$ cat src/rtl/lu_pkg.sv
// -----------------------------------------------------------------------------
// lu_pkg
//   Shared definitions for the LU factorization control path and datapath.
//   Contents:
//     LU_N_DEF, LU_DIV_LAT_DEF : default matrix dimension / divider drain
//     LU_CNT_W                 : width of the divider-drain counter (1..31)
//     lu_state_e               : step scheduler state encoding
//     lu_clog2()               : ceil(log2(v)), never below 1
// -----------------------------------------------------------------------------
package lu_pkg;

  localparam int LU_N_DEF       = 4;
  localparam int LU_DIV_LAT_DEF = 3;
  localparam int LU_CNT_W       = 5;

  typedef enum logic [2:0] {
    ST_IDLE  = 3'd0,
    ST_DIV   = 3'd1,
    ST_DWAIT = 3'd2,
    ST_UPD   = 3'd3,
    ST_FIN   = 3'd4
  } lu_state_e;

  // Index widths must stay at least one bit even for degenerate sizes.
  function automatic int lu_clog2(input int v);
    int r;
    r = 0;
    for (int b = 0; b < 31; b++) begin
      if ((1 << b) < v) r = b + 1;
    end
    if (r < 1) r = 1;
    return r;
  endfunction

endpackage

$ cat src/rtl/lu_lat_counter.sv
// -----------------------------------------------------------------------------
// lu_lat_counter
//   Loadable, enable-gated down-counter with terminal-count flag.
//   Load has priority over enable; the count saturates at zero.
//   Ports:
//     clk, rst_n   : clock, asynchronous active-low reset (count -> 0)
//     i_load       : load i_load_val this cycle
//     i_load_val   : value to load
//     i_en         : decrement when not loading
//     o_tc         : count is zero
// -----------------------------------------------------------------------------
module lu_lat_counter #(
  parameter int W = 5
) (
  input  logic         clk,
  input  logic         rst_n,
  input  logic         i_load,
  input  logic [W-1:0] i_load_val,
  input  logic         i_en,
  output logic         o_tc
);

  logic [W-1:0] r_cnt;

  always_ff @(posedge clk or negedge rst_n) begin
    if (!rst_n)                   r_cnt <= '0;
    else if (i_load)              r_cnt <= i_load_val;
    else if (i_en && r_cnt != '0) r_cnt <= r_cnt - W'(1);
  end

  assign o_tc = (r_cnt == '0);

endmodule

$ cat src/rtl/lu_step_scheduler.sv
// -----------------------------------------------------------------------------
// lu_step_scheduler
//   Sequences the in-place LU factorization of an N x N matrix:
//   for each pivot k, issue divides l[i][k] for i = k+1..N-1, let the
//   divider drain for DIV_LAT cycles, then issue trailing-submatrix updates
//   a[i][j] for i,j in k+1..N-1 (row-major).  A zero pivot aborts with a
//   sticky error flag.
//   Ports:
//     clk, rst_n          : clock, asynchronous active-low reset
//     start               : begin factorization (sampled in IDLE only)
//     stall               : datapath hold; freezes DIV/DWAIT/UPD progress
//     pivot_zero          : a[k][k] == 0, checked on first divide of each k
//     k_idx, i_idx, j_idx : current pivot / row / column
//     div_en, upd_en      : issue strobes (combinationally gated by stall)
//     busy                : not IDLE
//     done                : one-cycle completion pulse (FIN state)
//     error               : sticky singular-pivot flag, cleared by start
// -----------------------------------------------------------------------------
module lu_step_scheduler
  import lu_pkg::*;
#(
  parameter  int N       = LU_N_DEF,
  parameter  int DIV_LAT = LU_DIV_LAT_DEF,
  localparam int IDX_W   = lu_clog2(N)
) (
  input  logic             clk,
  input  logic             rst_n,
  input  logic             start,
  input  logic             stall,
  input  logic             pivot_zero,
  output logic [IDX_W-1:0] k_idx,
  output logic [IDX_W-1:0] i_idx,
  output logic [IDX_W-1:0] j_idx,
  output logic             div_en,
  output logic             upd_en,
  output logic             busy,
  output logic             done,
  output logic             error
);

  localparam logic [IDX_W-1:0]    L_LAST = IDX_W'(N - 1);
  localparam logic [IDX_W-1:0]    L_PEN  = IDX_W'(N - 2);
  // Counter holds DIV_LAT-1 so that DWAIT spans exactly DIV_LAT live cycles
  // (the cycle that sees terminal count is the last wait cycle).
  localparam logic [LU_CNT_W-1:0] L_LAT  = LU_CNT_W'(DIV_LAT - 1);

  lu_state_e        r_state, w_state_nx;
  logic [IDX_W-1:0] r_k, r_i, r_j;
  logic [IDX_W-1:0] w_k_nx, w_i_nx, w_j_nx;
  logic             r_err, w_err_nx;
  logic [IDX_W-1:0] w_k_p1, w_k_p2;
  logic             w_first;
  logic             w_cnt_load, w_cnt_en, w_cnt_tc;

  assign w_k_p1  = r_k + IDX_W'(1);
  // Only used when k < N-2, so k+2 <= N-1 always fits.
  assign w_k_p2  = r_k + IDX_W'(2);
  // First divide slot of the current pivot; the pivot check lives here.
  assign w_first = (r_i == w_k_p1);

  lu_lat_counter #(.W(LU_CNT_W)) u_lat (
    .clk        (clk),
    .rst_n      (rst_n),
    .i_load     (w_cnt_load),
    .i_load_val (L_LAT),
    .i_en       (w_cnt_en),
    .o_tc       (w_cnt_tc)
  );

  // State and index registers
  always_ff @(posedge clk or negedge rst_n) begin
    if (!rst_n) begin
      r_state <= ST_IDLE;
      r_k     <= '0;
      r_i     <= '0;
      r_j     <= '0;
      r_err   <= 1'b0;
    end else begin
      r_state <= w_state_nx;
      r_k     <= w_k_nx;
      r_i     <= w_i_nx;
      r_j     <= w_j_nx;
      r_err   <= w_err_nx;
    end
  end

  // Next state / next indices.  Stall only holds the working states; IDLE
  // and FIN keep moving so the done pulse is never stretched.
  always_comb begin
    w_state_nx = r_state;
    w_k_nx     = r_k;
    w_i_nx     = r_i;
    w_j_nx     = r_j;
    w_err_nx   = r_err;
    w_cnt_load = 1'b0;
    w_cnt_en   = 1'b0;
    case (r_state)
      ST_IDLE: begin
        if (start) begin
          w_state_nx = ST_DIV;
          w_k_nx     = '0;
          w_i_nx     = IDX_W'(1);
          w_j_nx     = '0;
          w_err_nx   = 1'b0;
        end
      end
      ST_DIV: begin
        if (!stall) begin
          if (w_first && pivot_zero) begin
            w_err_nx   = 1'b1;
            w_state_nx = ST_FIN;
          end else if (r_i == L_LAST) begin
            w_state_nx = ST_DWAIT;
            w_cnt_load = 1'b1;
          end else begin
            w_i_nx = r_i + IDX_W'(1);
          end
        end
      end
      ST_DWAIT: begin
        if (!stall) begin
          if (w_cnt_tc) begin
            w_state_nx = ST_UPD;
            w_i_nx     = w_k_p1;
            w_j_nx     = w_k_p1;
          end else begin
            w_cnt_en = 1'b1;
          end
        end
      end
      ST_UPD: begin
        if (!stall) begin
          if (r_j == L_LAST) begin
            if (r_i == L_LAST) begin
              if (r_k == L_PEN) begin
                w_state_nx = ST_FIN;
              end else begin
                // Next pivot: j tracks k while dividing.
                w_state_nx = ST_DIV;
                w_k_nx     = w_k_p1;
                w_i_nx     = w_k_p2;
                w_j_nx     = w_k_p1;
              end
            end else begin
              w_i_nx = r_i + IDX_W'(1);
              w_j_nx = w_k_p1;
            end
          end else begin
            w_j_nx = r_j + IDX_W'(1);
          end
        end
      end
      ST_FIN:  w_state_nx = ST_IDLE;
      default: w_state_nx = ST_IDLE;
    endcase
  end

  // Outputs: strobes are gated by stall/pivot combinationally, the rest is
  // decoded from registered state.
  always_comb begin
    div_en = (r_state == ST_DIV) && !stall && !(w_first && pivot_zero);
    upd_en = (r_state == ST_UPD) && !stall;
    busy   = (r_state != ST_IDLE);
    done   = (r_state == ST_FIN);
    error  = r_err;
    k_idx  = r_k;
    i_idx  = r_i;
    j_idx  = r_j;
  end

endmodule

$ cat config.mk
export PLATFORM = sky130hd
export DESIGN_NAME = lu_step_scheduler
export DESIGN_NICKNAME = d
export VERILOG_FILES = /design/src/rtl/lu_pkg.sv /design/src/rtl/lu_lat_counter.sv /design/src/rtl/lu_step_scheduler.sv
export SDC_FILE = /design/constraint.sdc
export NUM_CORES = 1
export LEC_CHECK = 0
export CORE_UTILIZATION = 44
export CTS_BUF_LIST = sky130_fd_sc_hd__clkbuf_2
export DETAILED_ROUTE_END_ITERATION = 10
export MAX_ROUTING_LAYER = met4
export PLACE_DENSITY = 0.67
export SYNTH_ARGS = -nofsm -noshare
export SYNTH_HDL_FRONTEND = slang
export SYNTH_SLANG_ARGS = --single-unit
$ cat constraint.sdc
create_clock -name clk -period 2.5 [get_ports clk]
set_input_delay 0.75 -clock clk [delete_from_list [all_inputs] [get_ports clk]]
set_output_delay 0.75 -clock clk [all_outputs]
set_load 0.02 [all_outputs]
==> results by group, run 1 <==
Worst setup path
  – Worst R2R Start: i_idx[0]
  – Register-to-Register Path Depth: 6
  – Worst setup path class: reg -> out
  – Worst reg2reg endpoint: i_idx[0]
  – Cell Chain, Critical Path: inv_1, ha_1, xor2_1, nand3_1, and2_4, buf_6
  – Nature of the critical path startpoint: flop
  – Internal reg-to-reg setup slack: 0.48 ns
  – Critical path fanouts, max: 2
  – Crit. End Element: primary output
  – Slowest cell on the critical path: sky130_fd_sc_hd__dfrtp_1
  – Stage delay of the slowest cell on the critical path: 0.37 ns
  – Crit path launch: k_idx[0]
  – Arrival time of data at the critical path endpoint: 1.66 ns
  – Worst Path Required: 1.75 ns

Global routing
  – Most utilized layer in the global route result: met2
  – Global routing usage summed across all routing layers: 23.5%
  – Maximum number of pins on one net before global-route repair: 16
  – Overall overflow remaining after global route: 0
  – Initial antenna violation count: 0
  – First-pass GRT wire length: 4.28 mm
  – GR Layer Usage met1: 30.5%
  – Via count of the first global-routing pass: 890
  – Met2 Resource Use GR: 37.1%
  – GR Layer Usage met3: 5.76%

Clocking
  – Clk root buf: sky130_fd_sc_hd__clkbuf_2
  – CTS sink count: 15
  – Maximum clock path buffer count: 2
  – H-tree depth: 1
  – Register clock-pin slew on the reported worst setup and hold paths: 0.14 ns
  – Later-pin clock latency in the skew report: 0.27 ns
  – Total CTS buffers: 3
  – Clock tree from TritonCTS: yes

Power
  – Portion of total power attributed to the clock network: 7.0%
  – Part of the total power dissipated in combinational logic: 63.3%
  – Internal power consumption: 0.900 mW
  – Power Dens Cells: 1260 nW/um^2
  – Sw Ratio: 45.4%
  – Design Power: 1.65 mW
  – Flop pwr share: 29.7%
  – Leakage component of the power: 0.602 nW
  – Highest ir drop seen on vdd: 0.854 mV
  – Power spent charging and discharging nets: 0.750 mW

Routing
  – Overall via count from detail_route: 923
  – Vias per cell: 5.66
  – Post-route ant nets: 0
  – DR iter-0 viols: 29
  – Routed WL: 2.43 mm
  – Wire per inst: 14.9 um
  – DRC: 0
  – Total iterations of the first detailed-routing run: 4

Timing
  – # setup viols final: 0
  – Maximum operating frequency: 414 MHz
  – Final critical delay including setup and external delays: 2.41 ns
  – Final critical-path share of the clock period: 96.5%
  – Worst Clk Skew: 0.00257 ns
  – Setup repair after global routing missed its margin: no
  – Hold Vio Cnt, Final: 0
  – Max-slew violation count: 0
  – Slew at the pin closest to its max-slew limit: 0.686 ns
  – Relative max-transition margin: 54.1%

Floorplan
  – Area of the die: 2540 um^2
  – Initial Util: 46.5%
  – Die span in x: 50.4 um
  – Top-Level Pins: 16
  – Die boundary height: 50.4 um
  – Core Region: 2210 um^2
  – Placement row count: 17

Layout
  – Fraction of final layout cells sized beyond drive strength 1: 23.7%
  – Area growth from synthesis to final layout: 27.0%
  – Number of diodes: 0
  – Most frequent cells in the layout: sky130_fd_sc_hd__dfrtp_1 (13), sky130_fd_sc_hd__buf_4 (12), sky130_fd_sc_hd__nor2_1 (10), sky130_fd_sc_hd__clkdlybuf4s50_1 (10)
  – Commonest non-fill, non-tap cell in the layout: sky130_fd_sc_hd__dfrtp_1
  – Final standard cell utilization of the core: 59.1%
  – Nets@finish: 145
  – Cell Count, Final, Fillers Out: 163

Synth
  – Yosys synthesis warning count: 0
  – Register bit count reported by yosys: 15
  – Number of cells produced by synthesis: 111
  – Most area-hungry cell type in the Yosys netlist: sky130_fd_sc_hd__dfrtp_1
  – Post-synthesis area per instance: 9.28 um^2
  – Share of flip-flops with an asynchronous set or reset after synthesis: 100%
  – Count of flip-flops with a built-in enable after synthesis: 0
  – Nets in the synthesized netlist: 120
  – Sequential-to-total area share from yosys stat: 36.5%
  – Post-synth cell types: 43
  – Largest cells by area after synthesis: sky130_fd_sc_hd__dfrtp_1 (36%), sky130_fd_sc_hd__ha_1 (4.9%), sky130_fd_sc_hd__nor2_1 (3.6%), sky130_fd_sc_hd__inv_1 (2.6%), sky130_fd_sc_hd__nand2_1 (2.6%)
  – Area of the mapped netlist: 1030 um^2
  – Top-area cell type share of the netlist area: 36.5%
  – Flip-flop cell with the highest count after synthesis: sky130_fd_sc_hd__dfrtp_1

Placed design
  – DPL Wire Length: 1.86 mm
  – Number of port buffers: 15
  – Number of cells after detailed placement: 158
  – Final weighted congestion in routability-driven placement: 0.837

Hold path
  – Hold-critical path depth: 2
  – Worst Hold Path EP: error
  – Type of the most critical hold path: reg -> reg
  – Worst min-delay path startpoint: error

Run
  – Max capacitance violation total: 0

Status
  – Status: completed
## flip-flops by register name, indices dropped and copies added, names as in the netlist
register,cells
error,1
i_idx,2
j_idx,2
k_idx,2
r_state,3
u_lat.r_cnt,5
## power by group through the flow
stage               clock network (mW)  logic (mW)  registers, mW
global route                     0.132        1.15          0.507
CTS                              0.122        1.05          0.487
finish                           0.116        1.04          0.489
global placement                     0       0.995          0.476
detailed placement                   0        1.02          0.484
floorplan                            0       0.609          0.522
## final cells by class
| class | count | area [um^2] |
|---|---|---|
| multi-input combinational | 82 | 612 |
| fill | 208 | 905 |
| tap | 28 | 35.0 |
| timing repair buffer | 27 | 236 |
| inverter | 7 | 26.3 |
| clock buffer | 4 | 20.0 |
| sequential | 15 | 378 |
## cells in the mapped netlist (2+ instances only)
master	number
sky130_fd_sc_hd__a21oi_1	5
sky130_fd_sc_hd__nor2_1	10
sky130_fd_sc_hd__dfrtp_1	15
sky130_fd_sc_hd__nand2b_1	4
sky130_fd_sc_hd__inv_1	7
sky130_fd_sc_hd__a211o_1	3
sky130_fd_sc_hd__ha_1	4
sky130_fd_sc_hd__clkbuf_1	3
sky130_fd_sc_hd__a311oi_1	2
sky130_fd_sc_hd__nand2_1	7
sky130_fd_sc_hd__xor2_1	3
sky130_fd_sc_hd__nand4_1	2
sky130_fd_sc_hd__a31oi_1	3
sky130_fd_sc_hd__nor3_1	4
sky130_fd_sc_hd__xnor2_1	2
sky130_fd_sc_hd__and3_1	2
sky130_fd_sc_hd__mux2_2	2
sky130_fd_sc_hd__nand3b_1	2
sky130_fd_sc_hd__buf_2	3
sky130_fd_sc_hd__o21ai_0	3
sky130_fd_sc_hd__nand3_1	3
## worst max-delay path, delay by kind of cell (launching register included)
kind | cells | cell delay, ns
buffers and inverters | 2 | 0.18
adders and majority gates | 1 | 0.33
DFF | 1 | 0.37
xor gates and xnor gates | 1 | 0.20
and+or+nand+nor | 2 | 0.31
## repair_timing
item                       4_1_cts  5_1_grt
pin swaps                        2        1
hold buffers                     0        0
resized for setup               16        3
setup endpoints to repair        2        2
hold endpoints to repair         0        0
buffers inserted                 1        0
## stage by stage
| step | worst slack (ns) | setup TNS (ns) | hold WS [ns] | instance area (um^2) |
|---|---|---|---|---|
| final | 0.0868 | 0 | 0.529 | 1310 |
| after global placement | -0.576 | -1.00 | 0.489 | 1260 |
| after global routing | 0.00163 | 0 | 0.594 | 1310 |
| after CTS | 0.0196 | 0 | 0.532 | 1300 |
| after detailed placement | -0.677 | -1.11 | 0.497 | 1260 |
| after floorplan | 0.154 | 0 | 0.454 | 1030 |
## how the worst max path moves through the flow
| stage | cells past startpoint | slack [ns] | endpoint |
|---|---|---|---|
| finish | 6 | 0.09 | div_en |
| detailed placement | 5 | -0.68 | div_en |
| floorplan | 6 | 0.15 | div_en |
| CTS | 3 | 0.02 | done |
| global route | 6 | 0.002 | div_en |
| global placement | 5 | -0.58 | div_en |
## metal layers
layer,vias up,wire length (um)
met1,441,1130
met4,0,27
met3,4,129
met2,25,1150
li1,453,-
met5,-,0
## cell families (layout without fill, tap and decap cells)
| kind of cell | count (synthesis) | count (layout) | synth area share [%] |
|---|---|---|---|
| AND/OR/NAND/NOR | 47 | 47 | 29.6 |
| XOR/XNOR | 5 | 5 | 4.25 |
| AO/OA/AOI/OAI | 24 | 24 | 16.4 |
| adder cells (fa/ha/maj) | 4 | 4 | 4.86 |
| buffers and inverters | 14 | 38 | 6.20 |
| flip-flops | 15 | 15 | 36.5 |
| multiplexers | 2 | 2 | 2.19 |
Note: power is estimated with default switching activity, not from simulation.
==> run 2, diff against run 1 <==
Settings changed: ABC_CLOCK_PERIOD_IN_PS set to 2500.
==> results of run 2 <==
Final layout, timing and power as in run 1 (identical DEF).
==> run 3, diff against run 2 <==
Settings changed: PLACE_DENSITY 0.67 to 0.66.
==> results by group, run 3 (same netlist as run 1, synthesis figures left out) <==
Floorplan
  – Die span in x: 50.4 um (unchanged)
  – Initial Util: 46.5% (unchanged)
  – Top-Level Pins: 16 (unchanged)
  – Core Region: 2210 um^2 (unchanged)
  – Placement row count: 17 (unchanged)
  – Die boundary height: 50.4 um (unchanged)
  – Area of the die: 2540 um^2 (unchanged)

Clocking
  – Buffer count from post-CTS setup fixing: 0 (was 1)
  – Post-cts hold buffer count: 0 (unchanged)
  – Total CTS buffers: 3 (unchanged)
  – Clock tree from TritonCTS: yes (unchanged)
  – H-tree depth: 1 (unchanged)
  – Register clock-pin slew on the reported worst setup and hold paths: 0.16 ns (was 0.14 ns)
  – Maximum clock path buffer count: 2 (unchanged)
  – CTS sink count: 15 (unchanged)
  – Later-pin clock latency in the skew report: 0.28 ns (was 0.27 ns)
  – Clk root buf: sky130_fd_sc_hd__clkbuf_2 (unchanged)

Layout
  – Number of fill cells: 207 (was 208)
  – Cell Count, Final, Fillers Out: 167 (was 163)
  – Post-route design area: 1360 um^2 (was 1310 um^2)
  – Area growth from synthesis to final layout: 31.6% (was 27.0%)
  – Commonest non-fill, non-tap cell in the layout: sky130_fd_sc_hd__buf_4 (was sky130_fd_sc_hd__dfrtp_1)
  – Number of diodes: 0 (unchanged)
  – Storage cell area: 377 um^2 (was 378 um^2)
  – Fraction of final layout cells sized beyond drive strength 1: 26.6% (was 23.7%)
  – Nets@finish: 149 (was 145)
  – Area of the multi-input gates: 632 um^2 (was 612 um^2)
  – Max reg flops: 5 (unchanged)
  – Regs by FF count: u_lat.r_cnt x5, r_state x3 (unchanged)
  – Most frequent cells in the layout: sky130_fd_sc_hd__buf_4 (18), sky130_fd_sc_hd__dfrtp_1 (14), sky130_fd_sc_hd__nor2_1 (10), sky130_fd_sc_hd__clkdlybuf4s50_1 (10) (was sky130_fd_sc_hd__dfrtp_1 (13), sky130_fd_sc_hd__buf_4 (12), sky130_fd_sc_hd__nor2_1 (10), sky130_fd_sc_hd__clkdlybuf4s50_1 (10))
  – Largest register by flop count: u_lat.r_cnt (unchanged)

Routing
  – Vias per cell: 5.54 (was 5.66)
  – Post-route ant nets: 0 (unchanged)
  – DR iter-0 viols: 40 (was 29)
  – Wire per inst: 14.5 um (was 14.9 um)
  – Routed WL: 2.42 mm (was 2.43 mm)
  – Overall via count from detail_route: 926 (was 923)
  – Total iterations of the first detailed-routing run: 4 (unchanged)
  – DRC: 0 (unchanged)

Timing
  – Maximum operating frequency: 418 MHz (was 414 MHz)
  – Max-slew violation count: 0 (unchanged)
  – Relative max-transition margin: 56.1% (was 54.1%)
  – Worst Clk Skew: 0.00391 ns (was 0.00257 ns)
  – # setup viols final: 0 (unchanged)
  – Final critical delay including setup and external delays: 2.39 ns (was 2.41 ns)
  – Final critical-path share of the clock period: 95.6% (was 96.5%)
  – Final-layout setup total negative slack: 0 ns (unchanged)
  – Hold Vio Cnt, Final: 0 (unchanged)
  – Setup repair after global routing missed its margin: no (unchanged)
  – Slew at the pin closest to its max-slew limit: 0.656 ns (was 0.686 ns)

Worst setup path
  – Worst Path Required: 1.75 ns (about the same)
  – Slowest cell on the critical path: sky130_fd_sc_hd__dfrtp_1 (unchanged)
  – Crit-path leading delay family: flip-flops (unchanged)
  – Critical path fanouts, max: 2 (unchanged)
  – Crit. End Element: primary output (unchanged)
  – Worst setup path class: reg -> out (unchanged)
  – Nature of the critical path startpoint: flop (unchanged)
  – Internal reg-to-reg setup slack: 0.53 ns (was 0.48 ns)
  – Worst path buffer plus inverter count: 2 (unchanged)
  – Arrival time of data at the critical path endpoint: 1.64 ns (was 1.66 ns)
  – Cell Chain, Critical Path: inv_1, ha_4, xor2_2, nand3_1, and2_4, buf_4 (was inv_1, ha_1, xor2_1, nand3_1, and2_4, buf_6)
  – Stage delay of the slowest cell on the critical path: 0.42 ns (was 0.37 ns)

Power
  – Highest ir drop seen on vdd: 0.993 mV (was 0.854 mV)
  – Leakage component of the power: 0.614 nW (was 0.602 nW)
  – Design Power: 1.72 mW (was 1.65 mW)
  – Power Dens Cells: 1270 nW/um^2 (was 1260 nW/um^2)

Status
  – Status: completed (unchanged)

Global routing
  – First-pass GRT wire length: 4.12 mm (was 4.28 mm)
  – Maximum number of pins on one net before global-route repair: 16 (unchanged)
  – Overall overflow remaining after global route: 0 (unchanged)
  – Global routing usage summed across all routing layers: 22.3% (was 23.5%)
  – Initial antenna violation count: 0 (unchanged)
  – Via count of the first global-routing pass: 900 (was 890)

Placed design
  – DPL Wire Length: 1.84 mm (was 1.86 mm)
  – Number of cells after detailed placement: 163 (was 158)
  – Cell area after placement: 1300 um^2 (was 1260 um^2)
  – Number of port buffers: 15 (unchanged)
  – Final weighted congestion in routability-driven placement: 0.837 (about the same)

Run
  – Max capacitance violation total: 0 (unchanged)

Hold path
  – Type of the most critical hold path: reg -> reg (unchanged)
-- run 3: cell types whose count changed in the layout (fill, tap and decap cells not counted), sizes merged --
cell and delta:
buf +4
-- run 3: final timing paths --
path,cells after the start,from,endpoint
max,6,k_idx[0],div_en
min,2,error,error
max reg2reg,7,r_state[1],j_idx[0]
min reg2reg,2,error,error
max in group asynchronous,1,rst_n,r_state[1]
min in group asynchronous,1,rst_n,error
-- run 3: layout make-up --
type / count / share of cell area, %
tap: 28 / 2.59
clock buffer: 4 / 1.48
inverter: 7 / 1.94
sequential: 15 / 27.8
multi-input combinational: 82 / 46.6
timing repair buffer: 31 / 19.6
-- run 3: power breakdown --
| group | leakage (nW) | switching [mW] | internal (mW) |
|---|---|---|---|
| Clock | 0.0166 | 0.0819 | 0.0424 |
| Sequential | 0.183 | 0.143 | 0.346 |
| Combinational | 0.415 | 0.550 | 0.557 |
-- run 3: per-layer routing --
layer / vias up / share of wire, % / global-route usage (%)
li1: 459 / - / -
met1: 437 / 48 / 30.6
met2: 24 / 47 / 32.2
met3: 6 / 3.7 / 4.24
met4: 0 / 1.4 / 8.80
met5: - / 0 / -
-- run 3: stage by stage --
step	setup WS [ns]	utilization [%]	hold slack [ns]
2_1_floorplan	0.154	-	0.454
3_3_place_gp	-0.587	58.7	0.480
3_5_place_dp	-0.566	58.7	0.507
4_1_cts	-0.0354	59.7	0.545
5_1_grt	0.0200	61.3	0.593
6_report	0.109	61.3	0.529
-- run 3: worst reg2reg max path: cells and delay by family, from the launching register on --
kind                   cells  cell delay, ns
AO/OA/AOI/OAI              2            0.47
buffers and inverters      2            0.32
flip-flops                 1            0.49
AND/OR/NAND/NOR            3            0.64
-- run 3: what timing repair did --
item	CTS	global route
cloned	0	0
pin swaps	0	2
endpoints found under the setup margin	4	2
gates resized for setup	14	6
